**src/rtl/deserialiser_pkg.sv**
```systemverilog
// rtl/deserialiser_pkg.sv - shared ChaCha word/matrix types for the word-to-block path
package deserialiser_pkg;

  localparam int ROWS = 4;
  localparam int COLS = 4;

  typedef logic [31:0] word_t;
  typedef word_t [ROWS-1:0][COLS-1:0] state_t;

endpackage

```
**src/rtl/deserialiser_if.sv**
```systemverilog
// rtl/deserialiser_if.sv - word-in / block-out handshake bundle for the deserialiser
interface deserialiser_if #(
  parameter int ROWS = 4,
  parameter int COLS = 4
);
  import deserialiser_pkg::*;

  localparam int NUM_WORDS = ROWS * COLS;

  word_t                             indata;
  logic                              validS;
  logic                              in_ready;
  word_t [ROWS-1:0][COLS-1:0]        outdata;
  logic                              out_valid;
  logic                              out_ready;
  logic [$clog2(NUM_WORDS)-1:0]      word_count;

  modport master (
    output indata, validS, out_ready,
    input  in_ready, outdata, out_valid, word_count
  );

  modport slave (
    input  indata, validS, out_ready,
    output in_ready, outdata, out_valid, word_count
  );

endinterface

```
**src/rtl/deserialiser.sv**
```systemverilog
// rtl/deserialiser.sv - rebuilds a row-major 4x4 word matrix and holds it behind valid/ready
module deserialiser #(
  parameter int ROWS = 4,
  parameter int COLS = 4
) (
  input  logic          clk,
  input  logic          rst,
  deserialiser_if.slave bus
);
  import deserialiser_pkg::*;

  localparam int NUM_WORDS = ROWS * COLS;
  localparam int CW        = $clog2(NUM_WORDS);

  // The final word never lands in acc_reg; it is merged straight into the block.
  logic [CW-1:0]                counter;
  word_t [NUM_WORDS-2:0]        acc_reg;
  word_t [ROWS-1:0][COLS-1:0]   out_reg;
  logic                         out_valid_reg;
  logic                         last_word;
  logic                         in_ready;
  logic                         accept;

  assign last_word = (counter == CW'(NUM_WORDS - 1));
  assign in_ready  = !(last_word && out_valid_reg && !bus.out_ready);
  assign accept    = bus.validS && in_ready;

  assign bus.in_ready   = in_ready;
  assign bus.outdata    = out_reg;
  assign bus.out_valid  = out_valid_reg;
  assign bus.word_count = counter;

  always_ff @(posedge clk) begin
    if (rst) begin
      counter       <= '0;
      acc_reg       <= '0;
      out_reg       <= '0;
      out_valid_reg <= 1'b0;
    end else begin
      if (out_valid_reg && bus.out_ready) begin
        out_valid_reg <= 1'b0;
      end
      if (accept) begin
        if (last_word) begin
          // Packed layout puts word k at slot [k/COLS][k%COLS].
          out_reg       <= {bus.indata, acc_reg};
          out_valid_reg <= 1'b1;
          counter       <= '0;
        end else begin
          acc_reg[counter] <= bus.indata;
          counter          <= counter + 1'b1;
        end
      end
    end
  end

endmodule
```
**src/flat_wrapper.sv**
```systemverilog
// flat-port wrapper written by rule: the top's interface ports become plain ports
module deserialiser_flat import deserialiser_pkg::*;
#(
  parameter int ROWS = 4,
  parameter int COLS = 4
)
  (clk, rst, bus_indata, bus_validS, bus_out_ready, bus_in_ready, bus_outdata, bus_out_valid, bus_word_count);
  deserialiser_if #(.ROWS(ROWS), .COLS(COLS)) bus_i ();
  input  logic clk;
  input  logic rst;
  input wire logic [$bits(bus_i.indata)-1:0] bus_indata;
  input wire logic [$bits(bus_i.validS)-1:0] bus_validS;
  input wire logic [$bits(bus_i.out_ready)-1:0] bus_out_ready;
  output wire logic [$bits(bus_i.in_ready)-1:0] bus_in_ready;
  output wire logic [$bits(bus_i.outdata)-1:0] bus_outdata;
  output wire logic [$bits(bus_i.out_valid)-1:0] bus_out_valid;
  output wire logic [$bits(bus_i.word_count)-1:0] bus_word_count;
  assign bus_i.indata = bus_indata;
  assign bus_i.validS = bus_validS;
  assign bus_i.out_ready = bus_out_ready;
  assign bus_in_ready = bus_i.in_ready;
  assign bus_outdata = bus_i.outdata;
  assign bus_out_valid = bus_i.out_valid;
  assign bus_word_count = bus_i.word_count;
  deserialiser #(.ROWS(ROWS), .COLS(COLS)) u_core (.clk(clk), .rst(rst), .bus(bus_i));
endmodule
```
**config.mk**
```make
export PLATFORM = sky130hd
export DESIGN_NAME = deserialiser_flat
export DESIGN_NICKNAME = d
export VERILOG_FILES = /design/src/rtl/deserialiser_pkg.sv /design/src/rtl/deserialiser_if.sv /design/src/rtl/deserialiser.sv /design/src/flat_wrapper.sv
export SDC_FILE = /design/constraint.sdc
export NUM_CORES = 2
export LEC_CHECK = 0
export CORE_UTILIZATION = 58
export CTS_CLUSTER_DIAMETER = 80
export CTS_CLUSTER_SIZE = 20
export DETAILED_ROUTE_END_ITERATION = 7
export PLACE_DENSITY_LB_ADDON = 0.15
export SLEW_MARGIN = 40
export SYNTH_ARGS = -nofsm -noshare
export SYNTH_HDL_FRONTEND = slang
export SYNTH_SLANG_ARGS = --single-unit
```
**constraint.sdc**
```tcl
create_clock -name clk -period 5.6 [get_ports clk]
set_clock_uncertainty 0.2 [all_clocks]
set_input_delay 0.84 -clock clk [delete_from_list [all_inputs] [get_ports clk]]
set_output_delay 0.84 -clock clk [all_outputs]
set_load 0.05 [all_outputs]
```
==> run metrics <==
outcome completed; global-route track usage on met3 6.402%; post_cts resized 0; Critical Path AT 3.30 ns; number of max-cap violations 0; GR Layer Usage met1 51.78%; Final Hold Viols 0; sw power 2693 uW; Row Count 91; DIE WIDTH 253.5 um; fin. max-slew vios 0; Clock Tree Buf Depth 3; worst slew pin tran 0.9518 ns; post-synth top area share 54.39%; initial antenna violation count 3; Static Leak 0.01328 uW; detailed placer's ending HPWL 69.86 mm; vias per cell 6.197; Syn Area/Cell 8.016 um^2; EDFF count, synth 0; die area 64280 um^2; total track usage 37.17%; slew margin rel. 36.54%; placer congestion estimate 0.8248; Gate power share 4.0%; largest net degree at the start of global routing 180; area grow syn2layout 17.82%; post-synth cell types 33; crit path capture type primary output; post-synth net total 4618; clk_lat worst skew 0.64 ns; CP required 4.56 ns; total chip power 11680 uW; CTS tree done; minimum clock period 4.342 ns; Setup crit start kind flip-flop; drt first pass iters 6; sequential share of the synthesized area 54.39%; Synth top cells by count dfxtp_1, a21oi_1, nand2_1; global-route wire length before repair 184.9 mm; CTS buffer count 55; Worst Hold Class flip-flop to flip-flop; met2 Usage GRT 55.37%; Max Freq 0.2303 GHz; Int Pwr 8990 uW; global route hottest layer met2; synthesized area 36700 um^2; ys flop type dfxtp_1; Fill cells 5134; Overflow after GRT 0; #FFs+latches synth 997; core area 62050 um^2; pwr/cell area 270.2 nW/um^2; largest area contributor in the netlist dfxtp_1; Seq pwr share 61.1%; Largest register FFs 512; Post-Synthesis Cells 4578; Total Wirelength 124.8 mm; initial core utilization 59.13%; most common cell in the netlist dfxtp_1; CTS root buf clkbuf_16; Async SR Flop Fraction 0%; Hold Buf Count CTS 0; Post-CTS Setup Inserts 0; post-DR wirelength/cell 22.46 um; WS Path Type flip-flop to primary output; post-route ant nets 0; I/O Buffers 553; vias 34430; clk sinks 997; Chip Height 253.5 um; Tcrit/Tclk final 77.54%; Final setup viols 0; Sw Share 23.05%; nets 4756; Sum Neg Setup Slack 0 ns; initial DRC count 5423; H-tree depth 2; DRC 0; CP max FO 12; Clock power frac 34.9%; peak supply drop 0.0002531 V; vias in the first global route 29930; layout cells sized above 1 3.752%; CTS clk-pin slew, worst paths 0.09 ns; Synth Warn # 0; RSZ-0062 raised after global routing no; most area-consuming cells after synthesis dfxtp_1, a21oi_1, nand3_1; io pins 554
## critical path: stages (launching register included)
cell and delay (ns):
dfxtp_1 0.44, ha_1 0.54, and3_1 0.46, nand2_1 0.31, clkdlybuf4s50_1 0.89
## power groups by stage
| stage | registers [uW] | logic (uW) | clock network [uW] |
|---|---|---|---|
| floorplan | 7300 | 251 | 0 |
| global placement | 7300 | 440 | 0 |
| detailed placement | 7300 | 443 | 0 |
| CTS | 7140 | 444 | 4080 |
| global route | 7140 | 473 | 4350 |
| finish | 7140 | 465 | 4080 |
## kinds of logic (layout without fill, tap and decap cells)
group           Yosys count  after routing  share of synthesized area [%]
mux                       2              2                        0.05796
simple gates           1423           1423                          17.18
compound gates         1607           1607                          21.94
flops                   997            997                          54.39
buf+inv                 545            684                          6.294
other cells               0              2                              0
fa+ha+maj                 4              4                         0.1364
## per-stage QoR
stage | std cells | setup WS [ns] | area, um^2 | hold WS (ns) | utilization [%]
floorplan | 4578 | 2.645 | 36700 | 0.2366 | -
global placement | 5492 | 1.886 | 41680 | 0.2420 | 67.16
detailed placement | 5495 | 1.886 | 41760 | 0.2465 | 67.30
CTS | 5553 | 1.270 | 43190 | 0.2577 | 69.60
global route | 5555 | 1.150 | 43230 | 0.2710 | 69.67
finish | 5556 | 1.258 | 43230 | 0.2556 | 69.67
## metal layers
| metal | share of wire (%) | wire length (um) |
|---|---|---|
| met1 | 39 | 49090 |
| met2 | 45 | 56370 |
| met3 | 10 | 12810 |
| met4 | 5.2 | 6550 |
| met5 | 0 | 0 |
## layout by cell type (no fill, tap or decap), drive strengths merged, types with 5 or more instances in the layout
cell type,netlist,final
buf,142,102
clkbuf,401,57
nand4b,8,8
clkdlybuf4s50,0,522
and4b,8,8
o21ai,608,608
nand2,773,773
a21oi,996,996
dfxtp,997,997
nand2b,5,5
nand3,608,608
## area by class of cell
class | instances | area, um^2 | share of cell area (%)
Antenna cell | 2 | 5.005 | 0.01158
Clock buffer | 57 | 1426 | 3.299
Clock inverter | 1 | 5.005 | 0.01158
Inverter | 2 | 7.507 | 0.01736
Multi-Input combinational cell | 3036 | 14530 | 33.61
Sequential cell | 997 | 19960 | 46.17
Tap cell | 837 | 1047 | 2.422
Timing Repair Buffer | 624 | 6254 | 14.46
## path summary, 6_finish.rpt
| path | start | end | slack, ns | cells after the start |
|---|---|---|---|---|
| setup / recovery | u_core.bus.word_count[1] | bus_in_ready | 1.26 | 4 |
| hold / removal | u_core.acc_reg[385] | u_core.bus.outdata[385] | 0.26 | 2 |
| setup reg to reg | u_core.bus.word_count[1] | u_core.bus.outdata[494] | 2.60 | 5 |
| hold reg to reg | u_core.acc_reg[385] | u_core.bus.outdata[385] | 0.26 | 2 |
Note: power is estimated with default switching activity, not from simulation.
